[src/rtl/timer_bank_pkg.sv]
// Shared definitions for the timer bank: register offsets, CTRL fields,
// counting modes and the per-channel state encoding.
package timer_bank_pkg;

  localparam logic [1:0] OFF_CTRL   = 2'd0;
  localparam logic [1:0] OFF_PRESET = 2'd1;
  localparam logic [1:0] OFF_COUNT  = 2'd2;
  localparam logic [1:0] OFF_STATUS = 2'd3;

  localparam int CTRL_EN       = 0;
  localparam int CTRL_MODE_LSB = 1;
  localparam int CTRL_IM       = 3;
  localparam int CTRL_PSC_LSB  = 8;

  localparam logic [1:0] MODE_ONESHOT     = 2'b00;
  localparam logic [1:0] MODE_RELOAD      = 2'b01;
  localparam logic [1:0] MODE_PULSE       = 2'b10;
  localparam logic [1:0] MODE_ONESHOT_ALT = 2'b11;

  typedef enum logic [1:0] {
    ST_IDLE,
    ST_LOAD,
    ST_CNT,
    ST_INT
  } chan_state_t;

  function automatic logic [31:0] byte_mask(input logic [3:0] be);
    return {{8{be[3]}}, {8{be[2]}}, {8{be[1]}}, {8{be[0]}}};
  endfunction

endpackage

[src/rtl/timer_bank_channel.sv]
// One timer channel: CTRL/PRESET/COUNT/STATUS registers, prescaler and
// the IDLE/LOAD/CNT/INT sequencer.
module timer_channel
  import timer_bank_pkg::*;
#(
  parameter int WIDTH = 32
) (
  input  logic        clk,
  input  logic        reset,
  input  logic [3:0]  ctrl_be,
  input  logic [3:0]  preset_be,
  input  logic        status_we,
  input  logic [31:0] wdata,
  input  logic [1:0]  rd_off,
  output logic [31:0] rdata,
  output logic        irq
);

  chan_state_t      state, state_next;
  logic             en, en_next;
  logic [1:0]       mode, mode_next;
  logic             im, im_next;
  logic [7:0]       psc, psc_next;
  logic [7:0]       psc_cnt, psc_cnt_next;
  logic [WIDTH-1:0] preset, preset_next;
  logic [WIDTH-1:0] count, count_next;
  logic             pending, pending_next;
  logic             expire;
  logic [31:0]      pmask;

  always_ff @(posedge clk or posedge reset) begin
    if (reset) begin
      state   <= ST_IDLE;
      en      <= 1'b0;
      mode    <= 2'b00;
      im      <= 1'b0;
      psc     <= 8'd0;
      psc_cnt <= 8'd0;
      preset  <= '0;
      count   <= '0;
      pending <= 1'b0;
    end else begin
      state   <= state_next;
      en      <= en_next;
      mode    <= mode_next;
      im      <= im_next;
      psc     <= psc_next;
      psc_cnt <= psc_cnt_next;
      preset  <= preset_next;
      count   <= count_next;
      pending <= pending_next;
    end
  end

  // Sequencer first, then software writes on top so a CTRL write beats the
  // one-shot EN auto-clear; a new expiry beats a same-cycle W1C.
  always_comb begin
    state_next   = state;
    en_next      = en;
    mode_next    = mode;
    im_next      = im;
    psc_next     = psc;
    psc_cnt_next = psc_cnt;
    preset_next  = preset;
    count_next   = count;
    pending_next = pending;
    expire       = 1'b0;
    pmask        = byte_mask(preset_be);

    case (state)
      ST_IDLE: if (en) state_next = ST_LOAD;
      ST_LOAD: begin
        count_next   = preset;
        psc_cnt_next = 8'd0;
        state_next   = ST_CNT;
      end
      ST_CNT: begin
        if (!en) begin
          state_next = ST_IDLE;
        end else if (psc_cnt == psc) begin
          psc_cnt_next = 8'd0;
          if (count <= WIDTH'(1)) begin
            count_next = '0;
            expire     = 1'b1;
            state_next = ST_INT;
          end else begin
            count_next = count - WIDTH'(1);
          end
        end else begin
          psc_cnt_next = psc_cnt + 8'd1;
        end
      end
      ST_INT: begin
        case (mode)
          MODE_RELOAD: state_next = ST_LOAD;
          MODE_PULSE: begin
            pending_next = 1'b0;
            state_next   = ST_LOAD;
          end
          default: begin
            en_next    = 1'b0;
            state_next = ST_IDLE;
          end
        endcase
      end
      default: state_next = ST_IDLE;
    endcase

    if (ctrl_be[0]) begin
      en_next   = wdata[CTRL_EN];
      mode_next = wdata[CTRL_MODE_LSB +: 2];
      im_next   = wdata[CTRL_IM];
    end
    if (ctrl_be[1]) psc_next = wdata[CTRL_PSC_LSB +: 8];
    preset_next = (preset & ~pmask[WIDTH-1:0]) | (wdata[WIDTH-1:0] & pmask[WIDTH-1:0]);
    if (status_we && wdata[0]) pending_next = 1'b0;
    if (expire) pending_next = 1'b1;
  end

  always_comb begin
    rdata = '0;
    case (rd_off)
      OFF_CTRL:   rdata = {16'd0, psc, 4'd0, im, mode, en};
      OFF_PRESET: rdata = 32'(preset);
      OFF_COUNT:  rdata = 32'(count);
      default:    rdata = {31'd0, pending};
    endcase
  end

  assign irq = pending & im;

endmodule

[src/rtl/timer_bank.sv]
// Bus-facing timer bank: address decode, per-channel byte-enable steering,
// read mux and interrupt aggregation around N_CH timer_channel instances.
module timer_bank
  import timer_bank_pkg::*;
#(
  parameter int          N_CH      = 2,
  parameter int          WIDTH     = 32,
  parameter logic [31:0] BASE_ADDR = 32'h0000_7F00
) (
  input  logic            clk,
  input  logic            reset,
  input  logic [29:0]     addr,
  input  logic            we,
  input  logic [3:0]      byteen,
  input  logic [31:0]     wdata,
  output logic [31:0]     rdata,
  output logic            hit,
  output logic [N_CH-1:0] irq,
  output logic            irq_any
);

  localparam int          CW        = (N_CH > 1) ? $clog2(N_CH) : 1;
  localparam logic [29:0] BASE_WORD = BASE_ADDR[31:2];
  localparam logic [29:0] SPAN      = 30'(4 * N_CH);

  logic [29:0]   rel;
  logic [CW-1:0] ch_sel;
  logic [1:0]    off;
  logic          wr;
  logic [31:0]   ch_rdata [N_CH];

  // Base is 16-byte aligned, so the low two word-address bits of the
  // offset pick the register and the next CW bits pick the channel.
  assign rel    = addr - BASE_WORD;
  assign hit    = (addr >= BASE_WORD) && (rel < SPAN);
  assign ch_sel = rel[CW+1:2];
  assign off    = rel[1:0];
  assign wr     = we & hit;

  for (genvar c = 0; c < N_CH; c++) begin : g_ch
    logic       sel;
    logic [3:0] ctrl_be;
    logic [3:0] preset_be;
    logic       status_we;

    assign sel       = wr && (ch_sel == CW'(c));
    assign ctrl_be   = (sel && off == OFF_CTRL)   ? byteen : 4'b0000;
    assign preset_be = (sel && off == OFF_PRESET) ? byteen : 4'b0000;
    assign status_we = sel && (off == OFF_STATUS) && byteen[0];

    timer_channel #(.WIDTH(WIDTH)) u_ch (
      .clk       (clk),
      .reset     (reset),
      .ctrl_be   (ctrl_be),
      .preset_be (preset_be),
      .status_we (status_we),
      .wdata     (wdata),
      .rd_off    (off),
      .rdata     (ch_rdata[c]),
      .irq       (irq[c])
    );
  end

  always_comb begin
    rdata = '0;
    if (hit) rdata = ch_rdata[ch_sel];
  end

  assign irq_any = |irq;

endmodule
[config.mk]
export PLATFORM = sky130hd
export DESIGN_NAME = timer_bank
export DESIGN_NICKNAME = d
export VERILOG_FILES = /design/src/rtl/timer_bank_pkg.sv /design/src/rtl/timer_bank_channel.sv /design/src/rtl/timer_bank.sv
export SDC_FILE = /design/constraint.sdc
export NUM_CORES = 1
export LEC_CHECK = 0
export ABC_AREA = 1
export BUFFER_PORTS_ARGS = -buffer_cell sky130_fd_sc_hd__buf_2
export CORE_MARGIN = 5
export CORE_UTILIZATION = 50
export DETAILED_ROUTE_END_ITERATION = 16
export PLACE_DENSITY = 0.66
export RECOVER_POWER = 100
export SETUP_SLACK_MARGIN = 0.15
export SYNTH_ARGS = -nofsm -noshare
export SYNTH_HDL_FRONTEND = slang
export SYNTH_SLANG_ARGS = --single-unit
[constraint.sdc]
create_clock -name clk -period 10.6 [get_ports clk]
set_input_delay 0.53 -clock clk [delete_from_list [all_inputs] [get_ports clk]]
set_output_delay 0.53 -clock clk [all_outputs]
set_load 0.01 [all_outputs]
After elaboration in Yosys (flattened, before gate mapping):

Index checks and enable logic that the tools add are counted.

* register bits after elaboration: 174
* input bits: 69
* output and inout port bits: 36
* logic and storage cells: 163

* add/subtract/negate cells: 5
* magnitude comparators: 5
* equal/unequal tests: 27
* muxes and demuxes: 58
* bitwise gates (word level): 13
* reductions and logical operators: 37

Operators with widths (count)
* $mux W32: 10
* $pmux W32 S3: 2
* $and A32 B32 Y32: 4
* $pmux W32 S2: 2
* $le A32 B1 Y1 const B: 2
* $not A32 Y32: 2
* $or A32 B32 Y32: 2
* $sub A32 B1 Y32 const B: 2
* $mux W8: 4
* $pmux W8 S2: 2
* $ge A30 B13 Y1 const B: 1
* $lt A30 B4 Y1 const B: 1
* $sub A30 B13 Y30 const B: 1
* $mux W1: 24
* $mux W2: 10
* $add A8 B1 Y8 const B: 2
* $eq A2 B2 Y1 const B: 8
* $eq A8 B8 Y1: 2
* $ne A2 B1 Y1 const B: 8
* $pmux W2 S4: 2
* $logic_and A1 B1 Y1: 13
* $ne A3 B3 Y1 const B: 4
* $reduce_and A2 Y1: 6
* $reduce_and A3 Y1: 4
* 10 further kinds: 27

Depth between registers and ports, before layout:

* word-level depth: 10
* mapped depth: 16
* gate-level depth less buffers: 15

Modules after synthesis:

A second synthesis with hierarchy kept.

* cell total of the unflattened synthesis: 1785
* area total of the unflattened synthesis: 11967.7 sq um

Modules (own cells, without submodules)
* timer_channel at g_ch[1].u_ch: instances 1, cells an instance 761, area an instance 5380.2 sq um, seq. area each 2177.1 sq um
* timer_channel at g_ch[0].u_ch: instances 1, cells an instance 759, area an instance 5282.6 sq um, seq. area each 2177.1 sq um
* timer_bank: instances 1, cells an instance 265, area an instance 1305.0 sq um, seq. area each 0.0 sq um

Least setup slack after synthesis:

OpenSTA, ideal clock, no wires.

* path type: input-to-output
* from: in addr[16]
* to: out rdata[30]
* data arrival time: 2.138 ns
* required time: 10.070 ns
* path slack: 7.932 ns
* cell stages on the path: 9
* path buffers: 1
* cells stage by stage: nor2_1 nand2_2 nor2_2 nand3_1 xnor2_1 nor2_1 nand3_1 clkbuf_1 a311oi_1

* longest elaborated chain between the ends: 4
* elaborated cells between the ends (all ways): 5
* those cells by class: add/sub: 1; order compare: 2; mux: 1; reduce/logical: 1

RTL lines
* from (decl): line timer_bank.sv:12 `input logic [29:0] addr,`
* $sub A30 B13 Y30: line timer_bank.sv:34 `assign rel = addr - BASE_WORD;`
* $lt A30 B4 Y1: line timer_bank.sv:35 `assign hit = (addr >= BASE_WORD) && (rel < SPAN);`
* $logic_and A1 B1 Y1 *: line timer_bank.sv:35
* $mux W32 *: line timer_bank.sv:66 `if (hit) rdata = ch_rdata[ch_sel];`
* to (decl): line timer_bank.sv:16 `output logic [31:0] rdata,`

Mark *: on every way between the ends. The rest lies on a longest branch, timed or not.

==> flow_summary.toml <==
[setup_path]
rr_endpoint = "g_ch[1].u_ch.count[26]"
critPathTopFamily = "buffers and inverters"
cp-end-kind = "flip-flop"
worst_r2r_path_depth = 9
crit_chain = "buf_2 -> clkbuf_1 -> clkinv_1 -> nor2_1 -> clkbuf_1 -> nand3_1 -> nand2_1 -> nand2_1"
worst_path_largest_cell_delay_ps = 1530
crit_arrival_ps = 6930
rrSetupSlack_ps = 6320
path_class = "input port to flip-flop"
worstSetupStartpointType = "input port"
slowest_stage = "clkinv_1"
r2r_start = "g_ch[1].u_ch.state[0]"
crit_fanout = 42
crit_buf_inv = 4
crit_cells = 8
critPathRequiredTime_ps = 10930

[floorplanning]
coreArea_um2 = 22500
initial_core_util_pct = 50.50
dieArea_um2 = 25840
die_w_um = 160.8
io_pins = 105
rows = 55
fp.dieH_um = 160.8

[sta]
worst_slew_pin_slew_ps = 4444
setup_viol = 0
period_share_pct = 62.25
holdWs_ps = 371.9
max_freq_ghz = 0.1515
grt_setup_unrepaired = "false"
setup_tns_ps = 0
hold_viol = 0
finalClockSkew_ps = 17.52
drv_slew = 345
fin_crit_ps = 6599
relSlewSlack_pct = -197.9

[detailed_routing]
drc = 0
ant_nets = 0
num_vias = 11517
drt_wl_total_um = 37110
avgRoutedWirePerCell_um = 19.11
first_pass_iters = 7
via_per_inst = 5.930
drt_iter0_drc = 1316

[clock_tree]
postCtsSetupRepairBufs = 0
clk_pin_slew_ps = 70
cts_resized = 0
numClockSinks = 174
cts_tree = "yes"
clk-insertion-delay-late_ps = 440
cts_root_buffer = "clkbuf_16"
htree_levels = 4
cts-hold-fix-buffers = 0
clockBufferDepth = 2
numCtsBuffers = 17

[placed_design]
place.gp.congestion = 0.9643
place_inst = 1910
dp_hpwl_um = 26180
port_buffers = 104
place_area_um2 = 11970

[cells_and_area]
area_growth_pct = 8.973
instances_no_fill = 1942
stdcell_area_um2 = 12380
antenna_cells = 0
register_area_um2 = 4354
fillers = 2257
drive_above_1_share_pct = 8.328
nNetsFinal = 1730
multi_input_area_um2 = 5952

[global_routing]
antenna_found_initial = 0
grt_pass1_wl_um = 59750
grt_remaining_overflow = 0
grt_pass1_vias = 10975
grt_max_degree = 100
grt.total_usage_pct = 28.61

[pwr]
leakage_nw = 6.265
powerDensity_nw_per_um2 = 117.8
ir_worst_vdd_v = 0.00009227

[logic_synthesis]
syn-instance-count = 1589
synth_most_common_cell = "nand2_1"
synth_nets = 1675
synth.distinct_cells = 48
synthTopCellsByArea = "dfrtp_1, nand2_1, nand4_1"
ys.flop_type = "dfrtp_1"
yosys_warnings = 0
synth_top_area_share_pct = 38.31
avgSynthCellArea_um2 = 7.152
synth.largest_area_cell = "dfrtp_1"
synth_enable_flop_cells = 0
yosysSeqAreaShare_pct = 38.31
ys_async_sr_fraction_pct = 100.0
synth_common_cells = "nand2_1, dfrtp_1, inv_1, nor2_1, nand4_1"
syn_area_um2 = 11360
ys_seq_elements = 174

[hold_path]
hp-class = "input port to flip-flop"
whs_path_depth = 3
min-delay-start = "wdata[30]"

[outcome]
status = "complete, but fails checks"
failed_checks = "max-capacitance violations, max-slew violations"

[run]
max_cap_violations = 6
-- cells by family after synthesis --
family                     synth area share, %
buffers and inverters                    8.741
and+or+nand+nor                          33.39
xor gates and xnor gates                 3.237
DFF                                      38.31
AOI/OAI and AO/OA                        14.44
adders and majority gates                1.872
-- worst min-delay path: cells and delay by family --
kind          cells  cell delay, ps
simple gates      2             150
buf+inv           1              90
-- cell usage in the layout, fill, tap and decap left out, drive strengths merged, types with 6 or more instances in the layout --
master and count:
buf 77, inv 163, a221oi 24, nand4 107
nand3 63, o2111ai 7, clkbuf 59, nor3 36
xnor2 7, o21ai 79, a311oi 14, o22ai 16
a21oi 74, o211ai 8, a22oi 20, a211oi 6
dfrtp 174, nor4 8, xor2 35, ha 17
nor2 158, clkinv 7, or2 10, nand2 465
-- metrics by stage --
stage	worst slack, ps	power (mW)	util, %
2_1_floorplan	5353	0.7843	-
3_3_place_gp	6838	0.8419	53.19
3_5_place_dp	6792	0.8422	53.19
4_1_cts	7046	1.463	55.72
5_1_grt	3644	1.510	55.03
6_report	4001	1.459	55.03
-- routing by layer --
metal,routed length (um),vias to the layer above,GRT usage [%]
met5,0,-,0
met4,1332,0,10.74
met3,3085,77,4.953
met2,16560,522,44.19
met1,16130,5441,40.40
li1,-,5477,-
-- area by class of cell --
class	count	share of cell area [%]
clock buffer	18	3.465
clock inverter	14	1.132
inverter	159	4.829
multi-input combinational	1174	48.06
sequential	174	35.16
tap	285	2.879
timing repair buffer	118	4.476
-- how the worst max path moves through the flow --
stage / end / startpoint
floorplan: asynchronous set/reset pin / reset
global placement: flip-flop / addr[2]
detailed placement: flip-flop / addr[2]
CTS: rdata[24] / addr[2]
global route: flip-flop / addr[2]
finish: flip-flop / addr[2]
-- power breakdown --
group	internal, mW	leakage (nW)	switching [mW]
sequential	0.666	2.42	0.00324
clock	0.313	0.273	0.316
combinational	0.0439	3.57	0.117
total	1.02	6.27	0.436
Note: power is estimated with default switching activity, not from simulation.
